$ cat config.mk
export PLATFORM = sky130hd
export DESIGN_NAME = psram_req_queue
export DESIGN_NICKNAME = d
export VERILOG_FILES = /design/src/rtl/psram_req_queue.sv
export SDC_FILE = /design/constraint.sdc
export NUM_CORES = 1
export LEC_CHECK = 0
export ABC_AREA = 1
export CORE_ASPECT_RATIO = 1.1
export CORE_MARGIN = 2
export CORE_UTILIZATION = 55
export DETAILED_ROUTE_END_ITERATION = 16
export HOLD_SLACK_MARGIN = 0.08
export PLACE_DENSITY = 0.83
export SKIP_CTS_REPAIR_TIMING = 1
export SYNTH_ARGS = -nofsm -noshare
export SYNTH_HDL_FRONTEND = slang
export SYNTH_SLANG_ARGS = --single-unit
$ cat constraint.sdc
create_clock -name clk -period 3.15 [get_ports clk]
set_input_delay 0.4725 -clock clk [delete_from_list [all_inputs] [get_ports clk]]
set_output_delay 0.4725 -clock clk [all_outputs]
set_load 0.01 [all_outputs]
$ cat src/rtl/psram_req_queue.sv
// In-order request queue and issue sequencer in front of the PSRAM controller.
// Controller inputs are loaded when a request issues and held until busy drops.
module psram_req_queue #(
  parameter int DEPTH = 4,
  parameter int AW    = 22
) (
  input  logic                     clk,
  input  logic                     reset,
  input  logic                     req_valid,
  output logic                     req_ready,
  input  logic                     req_we,
  input  logic [AW-1:0]            req_addr,
  input  logic [15:0]              req_wdata,
  input  logic                     req_byte,
  output logic                     rsp_valid,
  output logic [15:0]              rsp_rdata,
  output logic [$clog2(DEPTH):0]   pending,
  output logic                     mem_read,
  output logic                     mem_write,
  output logic [AW-1:0]            mem_addr,
  output logic [15:0]              mem_din,
  output logic                     mem_byte_write,
  input  logic [15:0]              mem_dout,
  input  logic                     mem_busy
);

  localparam int PW = $clog2(DEPTH);
  localparam int CW = PW + 1;
  localparam int EW = AW + 18;
  localparam logic [CW-1:0] FULL = CW'(DEPTH);

  typedef enum logic [1:0] {
    IDLE      = 2'd0,
    ISSUE     = 2'd1,
    WAIT_BUSY = 2'd2,
    WAIT_DONE = 2'd3
  } state_t;

  state_t          state;
  state_t          state_next;
  logic            wb_cnt;
  logic            wb_cnt_next;
  logic [EW-1:0]   fifo_mem [DEPTH];
  logic [PW-1:0]   wr_ptr;
  logic [PW-1:0]   rd_ptr;
  logic [CW-1:0]   count_next;
  logic [EW-1:0]   head;
  logic            head_we;
  logic            head_byte;
  logic [AW-1:0]   head_addr;
  logic [15:0]     head_wdata;
  logic            push;
  logic            pop;
  logic            issue_next;

  // Entry layout is {we, byte, addr, wdata}.
  assign head       = fifo_mem[rd_ptr];
  assign head_we    = head[EW-1];
  assign head_byte  = head[EW-2];
  assign head_addr  = head[AW+15:16];
  assign head_wdata = head[15:0];

  assign push       = req_valid && req_ready;
  assign pop        = (state == WAIT_DONE) && !mem_busy;
  assign issue_next = (state_next == ISSUE);

  // Entry storage; contents are don't-care while a slot is free.
  always_ff @(posedge clk) begin
    if (push) begin
      fifo_mem[wr_ptr] <= {req_we, req_byte, req_addr, req_wdata};
    end
  end

  // Occupancy after this cycle's push and pop.
  always_comb begin
    count_next = pending;
    case ({push, pop})
      2'b10:   count_next = pending + CW'(1);
      2'b01:   count_next = pending - CW'(1);
      default: count_next = pending;
    endcase
  end

  // Pointers, occupancy and ready; ready depends only on registered occupancy.
  always_ff @(posedge clk or posedge reset) begin
    if (reset) begin
      wr_ptr    <= {PW{1'b0}};
      rd_ptr    <= {PW{1'b0}};
      pending   <= {CW{1'b0}};
      req_ready <= 1'b1;
    end else begin
      if (push) begin
        wr_ptr <= wr_ptr + PW'(1);
      end
      if (pop) begin
        rd_ptr <= rd_ptr + PW'(1);
      end
      pending   <= count_next;
      req_ready <= (count_next != FULL);
    end
  end

  // Issue sequencer next-state; a missing busy rise after two cycles re-strobes.
  always_comb begin
    state_next  = state;
    wb_cnt_next = wb_cnt;
    case (state)
      IDLE: begin
        if ((pending != {CW{1'b0}}) && !mem_busy) begin
          state_next = ISSUE;
        end else begin
          state_next = IDLE;
        end
      end
      ISSUE: begin
        state_next  = WAIT_BUSY;
        wb_cnt_next = 1'b0;
      end
      WAIT_BUSY: begin
        if (mem_busy) begin
          state_next = WAIT_DONE;
        end else if (wb_cnt) begin
          state_next = ISSUE;
        end else begin
          wb_cnt_next = 1'b1;
        end
      end
      WAIT_DONE: begin
        if (!mem_busy) begin
          state_next = IDLE;
        end else begin
          state_next = WAIT_DONE;
        end
      end
      default: begin
        state_next  = IDLE;
        wb_cnt_next = 1'b0;
      end
    endcase
  end

  // State register, strobes, held controller inputs and the read response.
  always_ff @(posedge clk or posedge reset) begin
    if (reset) begin
      state          <= IDLE;
      wb_cnt         <= 1'b0;
      mem_read       <= 1'b0;
      mem_write      <= 1'b0;
      mem_addr       <= {AW{1'b0}};
      mem_din        <= 16'h0000;
      mem_byte_write <= 1'b0;
      rsp_valid      <= 1'b0;
      rsp_rdata      <= 16'h0000;
    end else begin
      state     <= state_next;
      wb_cnt    <= wb_cnt_next;
      mem_read  <= issue_next && !head_we;
      mem_write <= issue_next && head_we;
      // The head cannot change between ISSUE and the pop, so reloading on re-strobe is harmless.
      if (issue_next) begin
        mem_addr       <= head_addr;
        mem_din        <= head_wdata;
        mem_byte_write <= head_byte;
      end
      rsp_valid <= pop && !head_we;
      if (pop && !head_we) begin
        rsp_rdata <= mem_dout;
      end
    end
  end

endmodule

Yosys cells after proc, flatten, opt, wreduce, memory -nomap -nowiden
Memories as Yosys holds them, arrays and structs flattened.
Index checks and enable logic that the tools add are counted.
Word-level totals
  word-level logic and storage cells: 48
  memory bits (writable): 160
  input bits: 60
  bits in registers: 69
  memories kept: 1
Cells by class
  add/sub/neg operators: 4
  multiplexer cells: 10
  equal/unequal tests: 8
  reductions and logical operators: 12
Memory list
  fifo_mem: depth 4, bits a word 40, rd ports 1, clocked after Yosys merged registers in 0, write ports 1, line 43  | logic [EW-1:0] fifo_mem [DEPTH];
Operator list (number)
  2-bit one-hot mux with 4 select lines: 1
  2-bit by 1-bit == test with 1-bit output (second input constant): 3
  2-bit == test (second input constant): 3
  1-bit logical AND: 6
  2-bit 2-to-1 mux: 3
  3-bit one-hot mux with 2 select lines: 1
  2-bit by 1-bit adder with 2-bit output (second input constant): 2
  1-bit 2-to-1 mux: 4
  3-bit by 1-bit adder with 3-bit output (second input constant): 1
  3-bit != test (second input constant): 1
  3-bit nonzero test: 1
  3-bit by 1-bit subtractor with 3-bit output (second input constant): 1
  1-bit zero test: 2
  2-bit zero test: 1
  2-bit != test (second input constant): 1
  1-bit one-hot mux with 2 select lines: 1
  2-bit AND reduction: 1
  2-bit nonzero test: 1

Depth between registers and ports, before layout
Gate-level depths: netlist of run 1.
  depth in word-level cells: 6
  gate-level depth with buffers: 9
  mapped depth without buffers: 9

Worst setup path before layout of run 1
No wires, ideal clock.
  kind: register to register
  from: register req_ready
  to: memory fifo_mem[0][0] in the netlist's numbering (enable)
  path buffers: 0
  clock period less this slack: 2.853 ns
  cell stages (with the launch flop): 3
  arrival: 2.416 ns
  path slack: 0.297 ns
  cells stage by stage: dfstp_2 -> nand2_1 -> nor2_1
Between the ends
  longest elaborated chain between the ends: 3
Ends and longest elaborated chain
  start: declaration: line 10  | output logic req_ready,
  start signal: assignment: line 99  | req_ready <= (count_next != FULL);
  1-bit logical AND: line 63  | assign push = req_valid && req_ready;
  1-bit 2-to-1 mux: line 69  | if (push) begin
  1-bit 2-to-1 mux (not written as such): line 70  | fifo_mem[wr_ptr] <= {req_we, req_byte, req_addr, req_wdata};
  end: declaration: line 43
No other way between the ends.

Worst setup path in the final report of run 1
  from: register rd_ptr[0]
  to: register mem_addr[14]
Between the ends
  longest elaborated chain between the ends: 1
Ends and longest elaborated chain
  start: declaration: line 45  | logic [PW-1:0] rd_ptr;
  start signal: assignment: line 88  | rd_ptr <= {PW{1'b0}};
  start signal: assignment: line 96  | rd_ptr <= rd_ptr + PW'(1);
  memory 4 x 40 bit
  end signal: assignment: line 149  | mem_addr <= {AW{1'b0}};
  end signal: assignment: line 161  | mem_addr <= head_addr;
  end: declaration: line 20  | output logic [AW-1:0] mem_addr,
No other way between the ends.
A chain may end at the register's enable or synchronous reset.

==> out/results.ini, run 1 <==
[power]
vdd.ir_drop.worst_mv = 0.6971
p_leak_nw = 5.403
pwrdens_mw_per_mm2 = 959.6

[critical_path]
worst-r2r-cell-count = 7
path_depth = 7
setup.worst_path.end_class = flip-flop
worst_setup_path_start_kind = flip-flop
worstPathBufferInverterCount = 2
crit_chain = inv_2 -> buf_4 -> nand2_1 -> nand3_1 -> nand2_1 -> nand4_1 -> nand2_1
worst_path_dominant_cell_family = buffers and inverters
cpMaxStageDelayCell = sky130_fd_sc_hd__dfrtp_2
critical_path_class = reg2reg
arrival_ns = 2.70
crit_path_max_incr_delay_ns = 0.58
crit_fanout = 42
worstPathRequired_ns = 3.53
crit_top_cell = sky130_fd_sc_hd__nand2_1

[synthesis]
avgSynthCellArea_um2 = 10.19
synth_warnings = 0
seq_area_frac_synth_pct = 68.51
ffs_latches_synth = 229
synth_instances = 936
synth.lib_cells_used.distinct = 23
synthesis.area_mm2 = 0.009535
synth.net_count = 1002

[cts]
cts_htree_levels = 1
cts_sinks = 229
clock-root-buffer = sky130_fd_sc_hd__clkbuf_16
cts_tree = yes
worst_skew_late_latency_ns = 0.50
clock_buffer_count_from_cts = 22
clk_pin_slew_ns = 0.06
clk_path_buf_depth = 3

[place]
gp_congestion = 0.7995
numPlacedInstances = 1263
post-dp-hpwl_um = 11920
numPortBuffers = 121
preCtsSetupSlack_ns = 0.7811
dpl_cell_area_mm2 = 0.01103

[layout]
design.final.nets = 1119
mostFrequentLayoutCells = 336 x sky130_fd_sc_hd__nand2_1, 166 x sky130_fd_sc_hd__inv_1, 160 x sky130_fd_sc_hd__edfxtp_1
layout_commonest_cell = sky130_fd_sc_hd__nand2_1
fillerInstances = 1181
insertedDiodeCount = 0
final_layout_size_suffix_gt1_share_pct = 6.829
post_layout_nonfiller_instances = 1303
area_growth_from_synthesis_to_layout_pct = 23.29
post-route-cell-area_mm2 = 0.01176

[drt]
wl_per_cell_um = 15.65
drt_pass1_iterations = 5
ant_nets = 0
detailedRoute.firstIterationViolations = 566
route.detailed.drc = 0
wirelength_um = 20400
post_drt_via_cell_ratio = 5.153
routed-via-count = 6715

[global_routing]
first_pass_grt_wire_length_um = 32240
grtUsageTotal_pct = 22.29
number_of_antenna_violations_at_the_first_check_in_global_routing = 0
grt_overflow_total = 0
pin_count_of_the_biggest_net_entering_global_routing = 70
number_of_global_route_vias_before_repair = 6699

[hold_path]
timing.hold.worst.class = in2async

[floorplan]
die_y_um = 142.1
floorplan.die_area_mm2 = 0.01841
num_io_pins = 122
core.rowCount = 50
die_width_um = 129.5
floorplan.core_area_mm2 = 0.01702
initial_util_pct = 56.04

[sta]
final_max_slew_viol_count = 0
hold_violations = 0
rsz0062_at_grt = no
post_route_setup_tns_ns = 0
min_period_over_period_pct = 73.66
timing_worst_slew_pin_value_ns = 0.6690
clock-skew-final_ns = 0.01021
fmax_ghz = 0.4310
layout_setup_ws_ns = 0.8298
setup_viol = 0
finalCriticalPeriod_ns = 2.320
worst_slew_margin_rel_pct = 55.33

[job]
maxcap_violations = 0

[run_status]
status = finished clean

==> registers in the layout, indices dropped and copies added, names as in the netlist <==
name and count:
wr_ptr 2, mem_din 16, mem_byte_write 1, mem_write 1, rsp_rdata 16, state 2
mem_read 1, wb_cnt 1, fifo_mem 160, mem_addr 22, rsp_valid 1, rd_ptr 2
pending 3, req_ready 1
==> Yosys cell counts <==
| cell type | instances | area [µm²] |
|---|---|---|
| sky130_fd_sc_hd__inv_2 | 9 | 33.78 |
| sky130_fd_sc_hd__nand4_1 | 39 | 244.0 |
| sky130_fd_sc_hd__inv_1 | 167 | 626.9 |
| sky130_fd_sc_hd__buf_2 | 22 | 110.1 |
| sky130_fd_sc_hd__buf_1 | 1 | 3.750 |
| sky130_fd_sc_hd__edfxtp_1 | 160 | 4805 |
| sky130_fd_sc_hd__a21oi_1 | 3 | 15.01 |
| sky130_fd_sc_hd__o21ai_0 | 3 | 15.01 |
| sky130_fd_sc_hd__dfstp_2 | 1 | 26.28 |
| sky130_fd_sc_hd__buf_4 | 2 | 15.01 |
| sky130_fd_sc_hd__xor2_1 | 4 | 35.03 |
| sky130_fd_sc_hd__nor2_2 | 1 | 6.260 |
| sky130_fd_sc_hd__nand2_1 | 337 | 1265 |
| sky130_fd_sc_hd__nor3b_1 | 1 | 7.510 |
| sky130_fd_sc_hd__ha_1 | 5 | 62.56 |
| sky130_fd_sc_hd__nor2_1 | 7 | 26.28 |
| sky130_fd_sc_hd__clkbuf_1 | 17 | 63.81 |
| sky130_fd_sc_hd__dfrtp_1 | 68 | 1702 |
| sky130_fd_sc_hd__nand2_2 | 2 | 12.51 |
| sky130_fd_sc_hd__buf_6 | 1 | 11.26 |
| sky130_fd_sc_hd__fa_1 | 1 | 20.02 |
| sky130_fd_sc_hd__nand3_1 | 84 | 420.4 |
| sky130_fd_sc_hd__xnor2_1 | 1 | 8.760 |
==> metal layers <==
metal  routed length (µm)  track usage [%]
met1                 7695            27.18
met2                10450            39.00
met3                 1670            4.135
met4                  576            9.338
met5                    0                0
==> report_power, final <==
part	switching (W)	internal, W
Clock	0.00109	0.00150
Combinational	0.00266	0.00159
Sequential	0.000370	0.00408
==> worst reg2reg max path, cell delays in order, from the launching register on <==
cell                      delay, ns
sky130_fd_sc_hd__dfrtp_2       0.58
sky130_fd_sc_hd__inv_2         0.58
sky130_fd_sc_hd__buf_4         0.54
sky130_fd_sc_hd__nand2_1       0.14
sky130_fd_sc_hd__nand3_1       0.11
sky130_fd_sc_hd__nand2_1       0.08
sky130_fd_sc_hd__nand4_1       0.09
sky130_fd_sc_hd__nand2_1       0.07
==> kinds of logic after synthesis <==
group                      share of synthesized area [%]
adders and majority gates                         0.8660
xor gates and xnor gates                          0.4592
and+or+nand+nor                                    20.78
DFF                                                68.51
AOI/OAI and AO/OA                                 0.3148
buffers and inverters                              9.067
==> metrics by stage <==
| step | hold WS (ns) | power, W | utilization [%] |
|---|---|---|---|
| 3_5_place_dp | 0.4579 | 0.008729 | 64.83 |
| 5_1_grt | 0.4075 | 0.01197 | 69.09 |
| 3_3_place_gp | 0.4539 | 0.008554 | 64.83 |
| 6_report | 0.3627 | 0.01128 | 69.09 |
| 2_1_floorplan | 0.4913 | 0.007042 | - |
| 4_1_cts | 0.3844 | 0.01133 | 69.09 |
==> layout make-up <==
| class | instances | area, µm² | area share [%] |
|---|---|---|---|
| multi-input combinational | 488 | 2181 | 18.55 |
| sequential | 229 | 6535 | 55.59 |
| timing repair buffer | 136 | 1361 | 11.58 |
| clock buffer | 29 | 628.1 | 5.343 |
| inverter | 176 | 661.9 | 5.630 |
| tap | 234 | 292.8 | 2.490 |
| clock inverter | 11 | 96.34 | 0.8195 |
==> worst paths after layout <==
kind / end / start / slack [ns]
max: mem_addr[14] / rd_ptr[0] / 0.83
min: mem_addr[2] / reset / 0.36
max reg2reg: mem_addr[14] / rd_ptr[0] / 0.83
min reg2reg: mem_addr[11] / mem_addr[11] / 0.47
max in group asynchronous: rd_ptr[0] / reset / 2.46
min in group clk: mem_addr[11] / mem_addr[11] / 0.47
Note: power is estimated with default switching activity, not from simulation.
==> inputs of run 2 (changes only) <==
--- a/config.mk
+++ b/config.mk
@@ -8,10 +8,10 @@
 export ABC_AREA = 1
 export CORE_ASPECT_RATIO = 1.1
 export CORE_MARGIN = 2
-export CORE_UTILIZATION = 55
+export CORE_UTILIZATION = 50
 export DETAILED_ROUTE_END_ITERATION = 16
 export HOLD_SLACK_MARGIN = 0.08
-export PLACE_DENSITY = 0.83
+export PLACE_DENSITY = 0.8
 export SKIP_CTS_REPAIR_TIMING = 1
 export SYNTH_ARGS = -nofsm -noshare
 export SYNTH_HDL_FRONTEND = slang
==> constraint.sdc (replaced) <==
create_clock -name clk -period 2.1 [get_ports clk]
set_input_delay 0.315 -clock clk [delete_from_list [all_inputs] [get_ports clk]]
set_output_delay 0.315 -clock clk [all_outputs]
set_load 0.01 [all_outputs]
==> out/results.ini, run 2 (synthesized netlist as in run 1, its figures left out) <==
[floorplan]
die_y_um = 148.8  ; was 142.1 µm
die_width_um = 135.7  ; was 129.5 µm
floorplan.die_area_mm2 = 0.02019  ; was 0.01841 mm²
core.rowCount = 52  ; was 50
floorplan.core_area_mm2 = 0.01854  ; was 0.01702 mm²
num_io_pins = 122  ; unchanged
initial_util_pct = 51.42  ; was 56.04%

[drt]
wl_per_cell_um = 15.61  ; was 15.65 µm
ant_nets = 0  ; unchanged
detailedRoute.firstIterationViolations = 565  ; was 566
post_drt_via_cell_ratio = 5.038  ; was 5.153
routed-via-count = 6690  ; was 6,715
wirelength_um = 20730  ; was 20,400 µm
drt_pass1_iterations = 6  ; was 5
route.detailed.drc = 0  ; unchanged

[layout]
final_layout_size_suffix_gt1_share_pct = 7.650  ; was 6.829%
mostFrequentLayoutCells = 336 x sky130_fd_sc_hd__nand2_1, 166 x sky130_fd_sc_hd__inv_1, 160 x sky130_fd_sc_hd__edfxtp_1  ; unchanged
insertedDiodeCount = 0  ; unchanged
register_bank_with_the_most_flops = fifo_mem  ; unchanged
largest_reg_flops = 160  ; unchanged
layout.area.seq_mm2 = 0.006535  ; unchanged
multiInputGateArea_mm2 = 0.002181  ; unchanged
layout_commonest_cell = sky130_fd_sc_hd__nand2_1  ; unchanged
design.final.nets = 1135  ; was 1,119
area_growth_from_synthesis_to_layout_pct = 25.55  ; was 23.29%
fillerInstances = 1399  ; was 1,181
reg_top3 = fifo_mem x160, mem_addr x22  ; unchanged

[sta]
holdWs_ns = 0.08719  ; was 0.3627 ns
rsz0062_at_grt = no  ; unchanged
final_max_slew_viol_count = 0  ; unchanged
fmax_ghz = 0.5377
hold_violations = 0  ; unchanged
clock-skew-final_ns = 0.01506  ; was 0.01021 ns
layout_setup_ws_ns = 0.2402  ; was 0.8298 ns
min_period_over_period_pct = 88.56
setup_viol = 0  ; unchanged
timing_worst_slew_pin_value_ns = 0.4103  ; was 0.6690 ns
finalCriticalPeriod_ns = 1.860
worst_slew_margin_rel_pct = 72.61  ; was 55.33%

[global_routing]
grtUsageTotal_pct = 20.93  ; was 22.29%
number_of_antenna_violations_at_the_first_check_in_global_routing = 0  ; unchanged
first_pass_grt_wire_length_um = 33180  ; was 32,240 µm
pin_count_of_the_biggest_net_entering_global_routing = 39  ; was 70
grt_overflow_total = 0  ; unchanged
number_of_global_route_vias_before_repair = 6807  ; was 6,699

[critical_path]
worst-r2r-cell-count = 7  ; unchanged
reg2reg_setup_slack_ns = 0.34  ; was 0.83 ns
worstPathBufferInverterCount = 1  ; was 2
critical_path_class = reg2out  ; was reg2reg
critical_path.reg2reg.endpoint = req_ready  ; was mem_addr[14]
cpMaxStageDelayCell = sky130_fd_sc_hd__dfstp_2  ; was sky130_fd_sc_hd__dfrtp_2
crit_fanout = 2  ; was 42
worst_setup_path_start_kind = flip-flop  ; unchanged
worst_path_dominant_cell_family = flip-flops  ; was buffers and inverters
crit_path_max_incr_delay_ns = 0.53  ; was 0.58 ns
arrival_ns = 1.54  ; was 2.70 ns
setup.worst_path.end_class = primary output  ; was flip-flop
crit_chain = clkdlybuf4s50_1  ; was inv_2 -> buf_4 -> nand2_1 -> nand3_1 -> nand2_1 -> nand4_1 -> nand2_1
regToRegStartpoint = req_ready  ; was rd_ptr[0]
worstPathRequired_ns = 1.78  ; was 3.53 ns

[place]
numPortBuffers = 121  ; unchanged
gp_congestion = 0.7681  ; was 0.7995
preCtsSetupSlack_ns = 0.02131  ; was 0.7811 ns
post-dp-hpwl_um = 13030  ; was 11,920 µm

[cts]
worst_skew_late_latency_ns = 0.51  ; was 0.50 ns
clk_pin_slew_ns = 0.06  ; about the same
clock-root-buffer = sky130_fd_sc_hd__clkbuf_16  ; unchanged
clock_buffer_count_from_cts = 23  ; was 22
clk_path_buf_depth = 3  ; unchanged
cts_sinks = 229  ; unchanged
cts_tree = yes  ; unchanged
cts_htree_levels = 1  ; unchanged

[job]
maxcap_violations = 0  ; unchanged

[power]
pwrdens_mw_per_mm2 = 1438  ; was 959.6 mW/mm²
p_leak_nw = 5.508  ; was 5.403 nW
vdd.ir_drop.worst_mv = 0.9672  ; was 0.6971 mV

[run_status]
status = finished clean  ; unchanged

[hold_path]
timing.hold.worst.class = in2async  ; unchanged

run 2: cell count changes in the layout (fill, tap and decap cells not counted), sizes merged:
| cell | delta |
|---|---|
| buf | +15 |
| clkbuf | +8 |
| clkinv | -4 |
| clkinvlp | -3 |
run 2: final cells by class:
type	count	area share (%)
flip-flops and latches	229	54.59
multi-input cells	488	18.22
repair buffers	151	13.15
clock buffers	37	5.581
inverters	176	5.529
well taps	243	2.540
clock inverters	4	0.3972
run 2: per-layer routing:
layer	wire length, µm	global-route usage (%)	vias to the layer above
met5	0	0	-
met4	413	8.385	0
met3	1157	2.548	31
met2	11110	37.93	242
met1	8042	25.37	3185
li1	-	-	3232
run 2: worst max-delay path by stage:
stage	endpoint	start	cells after the start	slack, ns
2_1_floorplan	fifo_mem[0][0]	req_ready	2	-0.13
3_3_place_gp	req_ready	mem_busy	9	0.04
3_5_place_dp	req_ready	mem_busy	9	0.02
4_1_cts	req_ready	req_ready	1	0.22
5_1_grt	req_ready	state[1]	9	0.16
6_report	req_ready	req_ready	1	0.24
run 2: where the power goes:
part,internal (W),switching (W),total [W]
combinational,0.00266,0.00408,0.00675
clock,0.00229,0.00157,0.00386
sequential,0.00612,0.000480,0.00660
total,0.0111,0.00613,0.0172
run 2: metrics by stage:
stage / TNS (ns) / total power [W] / util (%) / cell area [µm²] / std cells
6_report: 0 / 0.01721 / 64.56 / 11970 / 1328
5_1_grt: 0 / 0.01836 / 64.56 / 11970 / 1328
4_1_cts: 0 / 0.01734 / 64.56 / 11970 / 1328
3_5_place_dp: 0 / 0.01342 / 60.70 / 11260 / 1287
3_3_place_gp: 0 / 0.01316 / 60.70 / 11260 / 1287
2_1_floorplan: -21.52 / 0.01056 / - / 9545 / 936
==> inputs of run 3 (changes only) <==
--- a/config.mk
+++ b/config.mk
@@ -8,10 +8,10 @@
 export ABC_AREA = 1
 export CORE_ASPECT_RATIO = 1.1
 export CORE_MARGIN = 2
-export CORE_UTILIZATION = 50
+export CORE_UTILIZATION = 59
 export DETAILED_ROUTE_END_ITERATION = 16
 export HOLD_SLACK_MARGIN = 0.08
-export PLACE_DENSITY = 0.8
+export PLACE_DENSITY = 0.88
 export SKIP_CTS_REPAIR_TIMING = 1
 export SYNTH_ARGS = -nofsm -noshare
 export SYNTH_HDL_FRONTEND = slang
==> constraint.sdc (replaced) <==
create_clock -name clk -period 2.21 [get_ports clk]
set_input_delay 0.3315 -clock clk [delete_from_list [all_inputs] [get_ports clk]]
set_output_delay 0.3315 -clock clk [all_outputs]
set_load 0.01 [all_outputs]
==> out/results.ini, run 3 (synthesized netlist as in run 1, its figures left out) <==
[run_status]
status = finished clean  ; unchanged

[cts]
worst_skew_late_latency_ns = 0.51  ; about the same
clk_path_buf_depth = 3  ; unchanged
cts_htree_levels = 1  ; unchanged
cts_sinks = 229  ; unchanged
cts_tree = yes  ; unchanged
clock-root-buffer = sky130_fd_sc_hd__clkbuf_16  ; unchanged
clk_pin_slew_ns = 0.06  ; about the same
clock_buffer_count_from_cts = 22  ; was 23

[floorplan]
initial_util_pct = 60.60  ; was 51.42%
die_y_um = 137.3  ; was 148.8 µm
floorplan.die_area_mm2 = 0.01720  ; was 0.02019 mm²
core.rowCount = 48  ; was 52
die_width_um = 125.2  ; was 135.7 µm
floorplan.core_area_mm2 = 0.01574  ; was 0.01854 mm²
num_io_pins = 122  ; unchanged

[global_routing]
number_of_global_route_vias_before_repair = 6638  ; was 6,807
first_pass_grt_wire_length_um = 32030  ; was 33,180 µm
number_of_antenna_violations_at_the_first_check_in_global_routing = 0  ; unchanged
grt_overflow_total = 0  ; unchanged
pin_count_of_the_biggest_net_entering_global_routing = 49  ; was 39
grtUsageTotal_pct = 23.49  ; was 20.93%

[layout]
final_layout_size_suffix_gt1_share_pct = 7.593  ; was 7.650%
area_growth_from_synthesis_to_layout_pct = 24.62  ; was 25.55%
post_layout_nonfiller_instances = 1280  ; was 1,328
largest_reg_flops = 160  ; unchanged
design.final.nets = 1130  ; was 1,135
mostFrequentLayoutCells = 336 x sky130_fd_sc_hd__nand2_1, 166 x sky130_fd_sc_hd__inv_1, 160 x sky130_fd_sc_hd__edfxtp_1  ; unchanged
reg_top3 = fifo_mem x160, mem_addr x22  ; unchanged
layout_commonest_cell = sky130_fd_sc_hd__nand2_1  ; unchanged
insertedDiodeCount = 0  ; unchanged
register_bank_with_the_most_flops = fifo_mem  ; unchanged

[place]
preCtsSetupSlack_ns = 0.05658  ; was 0.02131 ns
gp_congestion = 0.7825  ; was 0.7681
post-dp-hpwl_um = 12370  ; was 13,030 µm
numPortBuffers = 121  ; unchanged
numPlacedInstances = 1240  ; was 1,287

[drt]
detailedRoute.firstIterationViolations = 479  ; was 565
wirelength_um = 20070  ; was 20,730 µm
wl_per_cell_um = 15.68  ; was 15.61 µm
routed-via-count = 6663  ; was 6,690
post_drt_via_cell_ratio = 5.205  ; was 5.038
route.detailed.drc = 0  ; unchanged
drt_pass1_iterations = 5  ; was 6
ant_nets = 0  ; unchanged

[critical_path]
crit_chain = clkdlybuf4s50_1  ; unchanged
cpMaxStageDelayCell = sky130_fd_sc_hd__dfstp_2  ; unchanged
critical_path_class = reg2out  ; unchanged
worstPathRequired_ns = 1.88  ; was 1.78 ns
worst_path_dominant_cell_family = flip-flops  ; unchanged
reg2reg_setup_slack_ns = 0.43  ; was 0.34 ns
worst_setup_path_start_kind = flip-flop  ; unchanged
worstPathBufferInverterCount = 1  ; unchanged
crit_path_max_incr_delay_ns = 0.53  ; about the same
setup.worst_path.end_class = primary output  ; unchanged
crit_fanout = 2  ; unchanged
arrival_ns = 1.55  ; was 1.54 ns

[job]
maxcap_violations = 0  ; unchanged

[sta]
setup_viol = 0  ; unchanged
post_route_setup_tns_ns = 0  ; unchanged
finalCriticalPeriod_ns = 1.882
final_max_slew_viol_count = 0  ; unchanged
min_period_over_period_pct = 85.16
layout_setup_ws_ns = 0.3280  ; was 0.2402 ns
clock-skew-final_ns = 0.01525  ; was 0.01506 ns
worst_slew_margin_rel_pct = 63.34  ; was 72.61%
rsz0062_at_grt = no  ; unchanged
fmax_ghz = 0.5314
holdWs_ns = 0.1976  ; was 0.08719 ns
timing_worst_slew_pin_value_ns = 0.5493  ; was 0.4103 ns
hold_violations = 0  ; unchanged

[power]
fin_total_pwr_w = 0.01649  ; was 0.01721 W
vdd.ir_drop.worst_mv = 1.005  ; was 0.9672 mV
pwrdens_mw_per_mm2 = 1388  ; was 1438 mW/mm²
p_leak_nw = 5.506  ; was 5.508 nW

[hold_path]
timing.hold.worst.class = in2async  ; unchanged

-- run 3: changes by cell type in the layout (fill, tap and decap cells not counted) --
| cell | delta |
|---|---|
| sky130_fd_sc_hd__bufinv_16 | +3 |
| sky130_fd_sc_hd__inv_6 | -1 |
| sky130_fd_sc_hd__clkinv_2 | +4 |
| sky130_fd_sc_hd__clkbuf_1 | -3 |
| sky130_fd_sc_hd__clkbuf_8 | -3 |
| sky130_fd_sc_hd__clkinv_1 | -1 |
| sky130_fd_sc_hd__buf_12 | -4 |
-- run 3: worst paths after layout --
check | start | endpoint | depth (start not counted)
max in group asynchronous | reset | rsp_rdata[3] | 3
max reg2reg | state[1] | req_ready | 9
min in group clk | mem_dout[11] | rsp_rdata[11] | 3
min reg2reg | mem_addr[9] | mem_addr[9] | 2
max | req_ready | req_ready | 1
min | reset | rsp_rdata[11] | 2
-- run 3: through the flow --
step           instance area, µm²  utilization [%]
2_1_floorplan                9535                -
5_1_grt                     11880            75.52
3_5_place_dp                11120            70.68
3_3_place_gp                11120            70.68
6_report                    11880            75.52
4_1_cts                     11880            75.52
-- run 3: layout make-up --
type	instances	area (µm²)
Inverter	176	661.9
Fill cell	1017	3852
Clock buffer	31	615.6
Clock inverter	9	145.1
Timing Repair Buffer	147	1494
Multi-Input combinational cell	488	2181
Tap cell	200	250.2
Sequential cell	229	6535
-- run 3: layer usage --
metal / vias up / part of all wire (%) / global-route usage (%)
met5: - / 0 / 0
met4: 0 / 2.0 / 8.333
met3: 38 / 6.1 / 3.417
met2: 241 / 53 / 43.36
met1: 3169 / 38 / 28.44
li1: 3215 / - / -
-- run 3: report_power, final --
| part | total (W) | switching (W) | internal, W |
|---|---|---|---|
| Sequential | 0.00631 | 0.000497 | 0.00581 |
| Clock | 0.00392 | 0.00151 | 0.00241 |
| Combinational | 0.00626 | 0.00381 | 0.00244 |
| Total | 0.0165 | 0.00582 | 0.0107 |
